$ cat src/rtl/stream_mux.sv
// rtl/stream_mux.sv - N-channel stream multiplexer with fixed-select or round-robin grant into a single-entry output register
module stream_mux #(
    parameter int WIDTH    = 32,
    parameter int CHANNELS = 4,
    parameter int MODE     = 0,
    localparam int SELW    = (CHANNELS > 1) ? $clog2(CHANNELS) : 1
) (
    input  logic                         clk,
    input  logic                         reset_n,
    input  logic [CHANNELS*WIDTH-1:0]    in_data,
    input  logic [CHANNELS-1:0]          in_valid,
    output logic [CHANNELS-1:0]          in_ready,
    input  logic [SELW-1:0]              select,
    output logic [WIDTH-1:0]             out_data,
    output logic [SELW-1:0]              out_chan,
    output logic                         out_valid,
    input  logic                         out_ready
);

    localparam logic [SELW:0]   CH_W = (SELW+1)'(CHANNELS);
    localparam logic [SELW-1:0] LAST = SELW'(CHANNELS - 1);

    logic [WIDTH-1:0] out_data_q, out_data_d;
    logic [SELW-1:0]  out_chan_q, out_chan_d;
    logic             out_valid_q, out_valid_d;
    logic [SELW-1:0]  ptr_q, ptr_d;

    logic             load;
    logic             grant_ok;
    logic [SELW-1:0]  grant;
    logic [WIDTH-1:0] grant_word;
    logic [SELW:0]    scan_idx;

    assign load = !out_valid_q || out_ready;

    // Round-robin scans from the far end back to ptr so the last hit is the first in priority order.
    always_comb begin
        grant_ok = 1'b0;
        grant    = '0;
        scan_idx = '0;
        if (MODE == 1) begin
            for (int k = CHANNELS - 1; k >= 0; k--) begin
                scan_idx = {1'b0, ptr_q} + (SELW+1)'(k);
                if (scan_idx >= CH_W) begin
                    scan_idx = scan_idx - CH_W;
                end
                if (in_valid[scan_idx[SELW-1:0]]) begin
                    grant_ok = 1'b1;
                    grant    = scan_idx[SELW-1:0];
                end
            end
        end else begin
            if (({1'b0, select} < CH_W) && in_valid[select]) begin
                grant_ok = 1'b1;
                grant    = select;
            end
        end
    end

    always_comb begin
        grant_word = '0;
        in_ready   = '0;
        for (int c = 0; c < CHANNELS; c++) begin
            if (grant == SELW'(c)) begin
                grant_word  = in_data[c*WIDTH +: WIDTH];
                in_ready[c] = reset_n && load && grant_ok;
            end
        end
    end

    always_comb begin
        out_data_d  = out_data_q;
        out_chan_d  = out_chan_q;
        out_valid_d = out_valid_q;
        ptr_d       = ptr_q;
        if (load) begin
            out_valid_d = grant_ok;
            if (grant_ok) begin
                out_data_d = grant_word;
                out_chan_d = grant;
                if (MODE == 1) begin
                    ptr_d = (grant == LAST) ? '0 : grant + SELW'(1);
                end
            end
        end
    end

    always_ff @(posedge clk or negedge reset_n) begin
        if (!reset_n) begin
            out_data_q  <= '0;
            out_chan_q  <= '0;
            out_valid_q <= 1'b0;
            ptr_q       <= '0;
        end else begin
            out_data_q  <= out_data_d;
            out_chan_q  <= out_chan_d;
            out_valid_q <= out_valid_d;
            ptr_q       <= ptr_d;
        end
    end

    assign out_data  = out_data_q;
    assign out_chan  = out_chan_q;
    assign out_valid = out_valid_q;

endmodule

$ cat config.mk
export PLATFORM = sky130hd
export DESIGN_NAME = stream_mux
export DESIGN_NICKNAME = d
export VERILOG_FILES = /design/src/rtl/stream_mux.sv
export SDC_FILE = /design/constraint.sdc
export NUM_CORES = 1
export LEC_CHECK = 0
export CORE_MARGIN = 2
export CORE_UTILIZATION = 35
export CTS_BUF_LIST = sky130_fd_sc_hd__clkbuf_16
export DETAILED_ROUTE_END_ITERATION = 6
export PLACE_DENSITY = 0.84
export SLEW_MARGIN = 25
export SYNTH_ARGS = -nofsm -noshare
export SYNTH_HDL_FRONTEND = slang
export SYNTH_SLANG_ARGS = --single-unit
$ cat constraint.sdc
create_clock -name clk -period 1.55 [get_ports clk]
set_input_delay 0.155 -clock clk [delete_from_list [all_inputs] [get_ports clk]]
set_output_delay 0.155 -clock clk [all_outputs]
set_load 0.02 [all_outputs]
# Yosys cells after proc, flatten, opt, wreduce, memory -nomap -nowiden
# Index checks and enable logic that the tools add are counted.
# Widths: inputs -> output; s select.
word_totals:
  reg_bits: 35
  output_inout_bits: 39
  wordCells: 25
classes:
  magnitude_cmp: 1
  n_eq_ne: 3
  mux: 12
  reduce_logical: 6
op_table:
  columns: ["op", "n"]
  rows:
  - ["$mux 32", 4]
  - ["$mux 1", 6]
  - ["$eq 2x2->1 const B", 2]
  - ["$lt 2x3->1 const B", 1]
  - ["$bmux 1 s2", 1]
  - ["$eq 2x1->1 const B", 1]
  - ["$logic_and 1x1->1", 2]
  - ["$logic_not 2->1", 1]
  - ["$mux 2", 1]
  - ["$reduce_and 2->1", 1]
  - ["$logic_not 1->1", 1]
  - ["$logic_or 1x1->1", 1]

# Depth between registers and ports, before layout
# Gate-level depths: netlist of run 1.
logic_depth:
  ltp_word: 8
  ltp_mapped: 7

# Worst setup path before layout of run 1
# Ideal clock, no wire load.
synth_path:
  path_type: "input -> output"
  startpoint: "input port select[1]"
  endpoint: "output port in_ready[3]"
  t_arrival_ps: 1433
  required_ps: 1395
  path_slack_ps: -38
  cell_stages: 5
  cell_sequence: "buf_2 -> clkbuf_1 -> nand2_2 -> buf_2 -> nor3_1"
synth_between:
  elab_chain_cells: 5
synth_lines:
  columns: ["item", "line_no", "source"]
  rows:
  - ["start, declared", "13", "input logic [SELW-1:0] select,"]
  - ["$bmux 1 s2", "53", "if (({1'b0, select} < CH_W) && in_valid[select]) begin"]
  - ["$mux 1 (implied by the code)", "53", null]
  - ["$mux 2 or $mux 1 (tied branches)", "53", null]
  - ["$eq 2x2->1 or $logic_and 1x1->1 (tied branches)", "64, 66", null]
  - ["$mux 1 *", "64", "if (grant == SELW'(c)) begin"]
  - ["end, declared", "12", "output logic [CHANNELS-1:0] in_ready,"]
# Every way passes the cells marked *; elsewhere a longest branch is shown, timed or not. The select of a mux whose other input is x is not followed.

# Worst setup path after layout of run 1
layout_path:
  startpoint: "input port in_valid[3]"
  endpoint: "register out_data_q[16], in the netlist out_data[16]"
layout_between:
  elab_chain_cells: 8
layout_lines:
  columns: ["item", "line_no", "source"]
  rows:
  - ["start, declared", "11", "input logic [CHANNELS-1:0] in_valid,"]
  - ["$bmux 1 s2 *", "53", null]
  - ["$mux 1 (implied by the code) *", "53", null]
  - ["$mux 2", "53", null]
  - ["$logic_not 2->1", "64", null]
  - ["$mux 32 (4 in series)", "64", null]
  - ["end signal, assigned", "95", "out_data_q <= out_data_d;"]
  - ["end, declared", "23", "logic [WIDTH-1:0] out_data_q, out_data_d;"]
# Marks and branches as above.
# A chain may end at the register's enable or synchronous reset.

==> results.txt, run 1 <==
The vias per cell came out at 5.59. At the later pin of the worst-skew pair, clock insertion delay measures 0.27 ns. The congestion estimate from routability-driven global placement came to 0.781. The placeable core region came out at 6790 um2.

After synthesis the netlist holds a flip-flop and latch count of 35. The share of the Yosys chip area taken by registers is 35.8%. The flip-flop cell with the highest count after synthesis is sky130_fd_sc_hd__dfrtp_1. The share of layout cells above drive strength 1 is 18.6%. The number of endpoints with negative hold slack in the final report is 0. The mapped netlist covers 2450 um2. Global routing finished with a remaining overflow of 0. The number of cell rows came out at 30. The average detailed-routed wire length per instance is 18.1 um. The pre-antenna-repair detailed-routing pass consisted of 4 iterations. The number of antenna violations at the first check in global routing is 0. Entering global routing, the biggest net connects 22 pins. The net total in the final layout is 582. The run finished with clean final reports. The path class of the tightest hold or removal check is in2reg. In this run the deepest clock path goes through 2 buffers. The number of flops mapped to enable cells by yosys is 0. The total internal power is 2.83 mW. The total CTS buffers is 5. The number of global-route vias before repair is 3112. In this run the remaining antenna-violating nets after routing total 0. The number of ports placed on the die boundary came out at 176. The leakage power figure is 1.99 nW. The routed wire length is 9820 um. IR analysis of the VDD net gives a maximum drop of 0.602 mV.

The post-synthesis net count is 387. In this run, flip-flops and latches consume 30.2% of the power. The share of power burned in combinational logic came out at 47.4%. The number of clock sinks is 35. The relative slew slack is 79.1%. The total global-route track usage came out at 24.7%.

The number of warning messages in the yosys log is 0. The number of max-cap violations came out at 0. The worst setup path is launched from an input pin.

The number of pins with negative max-slew slack in the final report is 0. The initial core utilization is 36.0%. The final clock period utilization by the worst path came out at 96.5%.

For the pin with the worst max-slew slack, the measured transition is 0.314 ns. The share of power burned in the clock network is 22.4%. Data on the critical path arrives at its endpoint at 1.65 ns. The count of different cell masters after synthesis came out at 33. The full die area is 7680 um2. At the end of the flow the core is filled with cells to 69.7%. The fmax came out at 669 MHz.

The cell sitting at the root of the clock tree is a sky130_fd_sc_hd__clkbuf_16. The floorplan step set the die width to 87.6 um. The repair_antennas step left the layout with diodes totalling 0.

STA classifies the critical path endpoint as a flop. The average instance area after synthesis is 9.79 um2. The number of remaining DRC errors is 0. The H-tree generated during clock tree synthesis spans 2 levels. The vias after detailed routing is 3028. The maximum fanout count along the critical path is 5. The required time of the critical path came out at 1.71 ns. Clock skew on the completed layout was measured at 0.00523 ns.

The critical path is of the in2reg type. The synthesis-to-finish area growth came out at 93.6%. TritonCTS built the clock tree. Setup repair after global routing left no endpoint under its margin. The gate count after technology mapping is 250. The number of buffer cells added on primary ports came out at 175. The power dissipated by switching net loads came out at 1.34 mW.

Setup violations remaining at the end of the flow were counted as 0. Net switching is 32.2% of the power. After synthesis, the share of flip-flops with an asynchronous set or reset is 100%. The clock input transition at the sequential cells of the worst setup and hold paths came out at 0.05 ns. The vertical die dimension is 87.6 um. The wire length of the first global-routing pass is 14800 um. Once detailed placement completed, the half-perimeter wirelength came to 7160 um. The power density over cell area came out at 880 nW/um2. After layout, the minimum clock period comes to 1.50 ns. The smallest hold slack is 0.288 ns. The detailed router's first-iteration violation count is 122.
==> synthesized netlist by cell type (2+ instances only) <==
| cell | instances | share of area [%] |
|---|---|---|
| sky130_fd_sc_hd__clkbuf_1 | 11 | 1.7 |
| sky130_fd_sc_hd__a21oi_1 | 57 | 12 |
| sky130_fd_sc_hd__buf_6 | 6 | 2.8 |
| sky130_fd_sc_hd__nor2_1 | 2 | 0.31 |
| sky130_fd_sc_hd__buf_4 | 2 | 0.61 |
| sky130_fd_sc_hd__nand2_1 | 5 | 0.77 |
| sky130_fd_sc_hd__and4_1 | 14 | 5.0 |
| sky130_fd_sc_hd__a21oi_2 | 10 | 3.6 |
| sky130_fd_sc_hd__dfrtp_1 | 35 | 36 |
| sky130_fd_sc_hd__buf_2 | 8 | 1.6 |
| sky130_fd_sc_hd__and4_4 | 3 | 1.4 |
| sky130_fd_sc_hd__a22o_1 | 12 | 4.3 |
| sky130_fd_sc_hd__o31ai_1 | 17 | 5.2 |
| sky130_fd_sc_hd__a222oi_1 | 4 | 1.6 |
| sky130_fd_sc_hd__mux2i_1 | 12 | 4.9 |
| sky130_fd_sc_hd__mux2_4 | 2 | 1.2 |
| sky130_fd_sc_hd__a221o_1 | 11 | 4.5 |
| sky130_fd_sc_hd__and3_1 | 4 | 1.0 |
| sky130_fd_sc_hd__a2bb2oi_1 | 21 | 7.5 |
==> stage by stage <==
stage	instance area (um2)	worst slack, ns	instances	TNS (ns)	total power, mW
2_1_floorplan	2450	0.0680	250	0	2.11
3_3_place_gp	4460	-0.758	526	-20.25	3.10
3_5_place_dp	4460	-0.776	526	-21.76	3.14
4_1_cts	4730	0.00984	542	0	4.18
5_1_grt	4740	0.00374	542	0	4.37
6_report	4740	0.0547	542	0	4.17
==> logic make-up (layout without fill, tap and decap cells) <==
family	count (synthesis)	after routing	share of synthesized area [%]
AO/OA/AOI/OAI	133	133	38.6
AND/OR/NAND/NOR	37	37	11.1
flip-flops	35	35	35.8
buffers and inverters	29	225	7.00
multiplexers	16	16	7.52
==> power groups by stage <==
stage	clock network (mW)	registers [mW]	logic [mW]
2_1_floorplan	0	1.53	0.583
3_3_place_gp	0	1.26	1.84
3_5_place_dp	0	1.27	1.87
4_1_cts	0.951	1.26	1.97
5_1_grt	0.995	1.28	2.09
6_report	0.935	1.26	1.97
==> layer usage <==
layer,vias up,GRT usage (%),wire length [um]
met3,14,6.13,719
met1,1487,30.5,4080
met4,0,6.01,142
li1,1402,-,-
met5,-,0,0
met2,125,43.3,4890
==> state kept, by name, summed over array words and instances, names as in the netlist <==
name       count
out_data      32
out_valid      1
out_chan       2
==> critical path, stage by stage <==
cell and delay [ns]:
sky130_fd_sc_hd__buf_2 0.12, sky130_fd_sc_hd__buf_4 0.13, sky130_fd_sc_hd__mux4_2 0.48, sky130_fd_sc_hd__buf_6 0.15, sky130_fd_sc_hd__buf_6 0.12, sky130_fd_sc_hd__buf_6 0.11
sky130_fd_sc_hd__and4_1 0.19, sky130_fd_sc_hd__a21oi_2 0.12, sky130_fd_sc_hd__o31ai_1 0.08
==> path summary, 6_finish.rpt <==
kind                                   from      endpoint  slack (ns)  depth (start not counted)
worst max-delay path            in_valid[3]  out_data[16]        0.05                          9
worst min register to register  out_chan[1]   out_chan[1]        0.49                          2
worst min-delay path              select[0]     out_valid        0.29                          4
min in group asynchronous           reset_n   out_chan[1]        0.48                          3
worst max register to register    out_valid  out_data[21]        0.16                          6
max in group asynchronous           reset_n  out_data[29]        0.44                          3
==> cell type report <==
| cell class | instances | area [um2] |
|---|---|---|
| Timing Repair Buffer | 216 | 2160 |
| Fill cell | 536 | 2060 |
| Multi-Input combinational cell | 186 | 1440 |
| Sequential cell | 35 | 876 |
| Clock buffer | 5 | 125 |
| Tap cell | 96 | 120 |
| Clock inverter | 3 | 11.3 |
| Inverter | 1 | 3.75 |
==> cell usage in the layout, fill, tap and decap left out, types with 2 or more instances in the layout <==
| master | n |
|---|---|
| sky130_fd_sc_hd__dlygate4sd3_1 | 2 |
| sky130_fd_sc_hd__dfrtp_1 | 35 |
| sky130_fd_sc_hd__mux2_4 | 2 |
| sky130_fd_sc_hd__and4_1 | 14 |
| sky130_fd_sc_hd__and4_4 | 3 |
| sky130_fd_sc_hd__clkdlybuf4s50_1 | 164 |
| sky130_fd_sc_hd__a21oi_1 | 53 |
| sky130_fd_sc_hd__a21oi_2 | 14 |
| sky130_fd_sc_hd__a22o_1 | 12 |
| sky130_fd_sc_hd__buf_12 | 5 |
| sky130_fd_sc_hd__nor2_2 | 2 |
| sky130_fd_sc_hd__clkinv_1 | 2 |
| sky130_fd_sc_hd__nand2_1 | 5 |
| sky130_fd_sc_hd__and3_1 | 4 |
| sky130_fd_sc_hd__buf_2 | 8 |
| sky130_fd_sc_hd__clkbuf_16 | 5 |
| sky130_fd_sc_hd__buf_4 | 27 |
| sky130_fd_sc_hd__a222oi_1 | 4 |
| sky130_fd_sc_hd__a2bb2oi_1 | 21 |
| sky130_fd_sc_hd__buf_16 | 2 |
| sky130_fd_sc_hd__o31ai_1 | 17 |
| sky130_fd_sc_hd__a221o_1 | 11 |
| sky130_fd_sc_hd__mux2i_1 | 11 |
| sky130_fd_sc_hd__buf_6 | 4 |
==> repair_timing <==
action                                 in CTS  in global routing
resized for setup                          41                  8
pin swaps                                   6                  0
gates cloned                                3                  0
endpoints found under the hold margin       4                  0
hold buffers                                2                  0
setup buffers                               3                  0
setup endpoints to repair                  38                 24
Note: power is estimated with default switching activity, not from simulation.
==> run 2, diff against run 1 <==
- CELL_PAD_IN_SITES_DETAIL_PLACEMENT: not set -> 0
- CELL_PAD_IN_SITES_GLOBAL_PLACEMENT: not set -> 1
- CORE_UTILIZATION: 35 -> 24
- PLACE_DENSITY: 0.84 -> 0.83
==> results.txt, run 2 (same netlist as run 1, synthesis figures left out) <==
The run finished with clean final reports. The worst clock skew on the final layout is 0.00533 ns (+0.0000981 ns). The number of pins with negative max-slew slack in the final report came out at 0 (unchanged). In this run the worst hold path is classified as in2reg.

The required time of the critical path is 1.39 ns (-0.32 ns). The net total in the final layout is 581 (-0.17%). The maximum fanout count along the critical path came out at 2 (-3).

The total global-route track usage came out at 19.2% (-5.5 points). The longest individual stage delay on the worst path is 0.61 ns (+0.13 ns). The pin count of the biggest net entering global routing is 21 (-4.5%). The leakage power figure came out at 1.99 nW (about the same). The slew at the pin closest to its max-slew limit came out at 0.403 ns (+0.0892 ns).

The average detailed-routed wire length per instance is 18.0 um (-0.68%). The time the final worst path needs with I/O delays and setup is 1.50 ns (+0.00137 ns). The number of nets with antenna violations after detailed routing is 0 (unchanged). In the layout the commonest cells are sky130_fd_sc_hd__clkdlybuf4s50_1, sky130_fd_sc_hd__a21oi_1, sky130_fd_sc_hd__dfrtp_1. The vertical die dimension is 105 um (+20%). The power density over cell area is 873 nW/um2 (-0.82%). The source-to-sink clock delay at the later pin of the worst-skew pair came out at 0.28 ns (about the same). The wire length of the first global-routing pass is 16900 um (+15%).

The number of ports placed on the die boundary is 176 (unchanged). The placeable core region came out at 9820 um2 (+45%). The number of filler cells placed in the layout came out at 980 (+83%). The maximum number of buffers from clock root to sink is 2 (unchanged).

The worst IR drop on VDD is 0.392 mV (-35%). The initial core utilization is 24.9% (-11 points). The routed wire length came out at 10400 um (+5.9%). The post-route cell area is 4770 um2 (+0.69%). The fmax was 668 MHz (about the same). The length of the first detailed-routing pass in iterations was 4 (unchanged). The worst path arrival time is 1.34 ns (-0.31 ns). The number of buffers and inverters on the critical path is 2 (-3). The vias per cell is 5.13 (-8.1%). The H-tree depth reported by CTS is 2 (unchanged). The floorplan die width is 105 um (+20%). Setup repair after global routing left no endpoint under its margin. The area growth from synthesis to layout is 94.9%. The number of global-route vias before repair is 3228 (+3.7%). The most common cell after layout, fill and taps aside is sky130_fd_sc_hd__clkdlybuf4s50_1. The relative slew slack was 73.1% (-5.9 points). The number of remaining DRC errors was 0 (unchanged).

The smallest hold slack was 0.299 ns (+0.0107 ns). The flip-flop count of the largest register after layout is 32 (unchanged). The number of endpoints with negative hold slack in the final report is 0 (unchanged). Traced cell by cell, the critical path runs through buf_4 > clkdlybuf4s50_1.

The instance area after placement came out at 4540 um2 (+1.7%). The number of max-cap violations is 0 (unchanged). The detailed router's first-iteration violation count came out at 155 (+27%). Among cell families on the critical path, the largest total delay comes from buffers and inverters. The number of endpoints failing setup at the final stage came to 0 (unchanged). The share of layout cells above drive strength 1 is 18.9% (+0.27 points).

The vias after detailed routing is 2967 (-2.0%). In this run the clock root is driven by a sky130_fd_sc_hd__clkbuf_16. The cell with the biggest individual delay on the critical path is sky130_fd_sc_hd__clkdlybuf4s50_1.

STA classifies the critical path endpoint as an output pin. The number of cell rows was 36 (+20%). The number of setup buffers added after CTS is 0 (-3).

The routability congestion estimate is 0.763 (-2.3%). The estimated wirelength of the detail-placed design came out at 8000 um (+12%). The final clock period utilization by the worst path came out at 96.6% (about the same). The total CTS buffers is 5 (unchanged). The worst setup path is of the reg2out kind. The number of antenna violations at the first check in global routing is 0 (unchanged). The final setup TNS is 0 ns (unchanged). The number of clock sinks came out at 35 (unchanged). The number of buffer cells added on primary ports is 175 (unchanged). The number of diodes came to 0 (unchanged).

The full die area came out at 11000 um2 (+44%). The total global routing overflow came out at 0 (unchanged). The clock input transition at the sequential cells of the worst setup and hold paths came out at 0.06 ns (about the same). The kind of start point of the critical path is a flop.

The CTS tree is built.
==> run 2: cell type report <==
cell class,count,area [um2],area share [%]
clock inverters,3,11.3,0.236
multi-input cells,186,1460,30.6
clock buffers,5,125,2.62
well taps,133,166,3.49
repair buffers,215,2130,44.6
flip-flops and latches,35,876,18.4
inverters,1,3.75,0.0787
==> run 2: worst min-delay path, stage by stage <==
cell                       delay, ns
sky130_fd_sc_hd__clkbuf_2       0.09
sky130_fd_sc_hd__mux2_4         0.16
sky130_fd_sc_hd__mux2i_4        0.08
sky130_fd_sc_hd__nand2_1        0.06
==> run 2: per-layer routing <==
| layer | vias to the layer above | GRT usage [%] | share of wire, % |
|---|---|---|---|
| li1 | 1402 | - | - |
| met1 | 1382 | 21.1 | 39 |
| met2 | 165 | 35.1 | 51 |
| met3 | 18 | 6.43 | 9.1 |
| met4 | 0 | 4.95 | 1.6 |
| met5 | - | 0 | 0 |
==> run 2: metrics by stage <==
stage | std cells | power (mW) | setup slack (ns) | util (%)
3_5_place_dp | 567 | 3.17 | -0.783 | 46.2
3_3_place_gp | 567 | 3.15 | -0.726 | 46.2
4_1_cts | 578 | 4.18 | 0.00124 | 48.5
6_report | 578 | 4.16 | 0.0534 | 48.6
2_1_floorplan | 250 | 2.11 | 0.0680 | -
5_1_grt | 578 | 4.40 | 0.00180 | 48.6
==> run 2: power breakdown <==
part / switching (mW) / leakage [nW] / internal, mW
sequential: 0.135 / 0.426 / 1.13
combinational: 0.858 / 1.49 / 1.11
clock: 0.359 / 0.0701 / 0.578
total: 1.35 / 1.99 / 2.81
==> run 2: final timing paths <==
check | slack [ns] | startpoint | end | cells past startpoint
worst max register to register | 0.08 | out_valid | out_data[11] | 5
worst min register to register | 0.49 | out_data[18] | out_data[18] | 2
worst max-delay path | 0.05 | out_valid | out_valid | 2
worst min-delay path | 0.30 | in_valid[2] | out_valid | 4
min in group asynchronous | 0.33 | reset_n | out_data[14] | 2
max in group asynchronous | 0.74 | reset_n | out_data[16] | 3
==> run 2: timing repair <==
item,CTS,global route
hold buffers,1,0
endpoints found under the setup margin,38,35
pin swaps,0,5
hold endpoints to repair,15,0
gates resized for setup,35,12
gates cloned,2,0
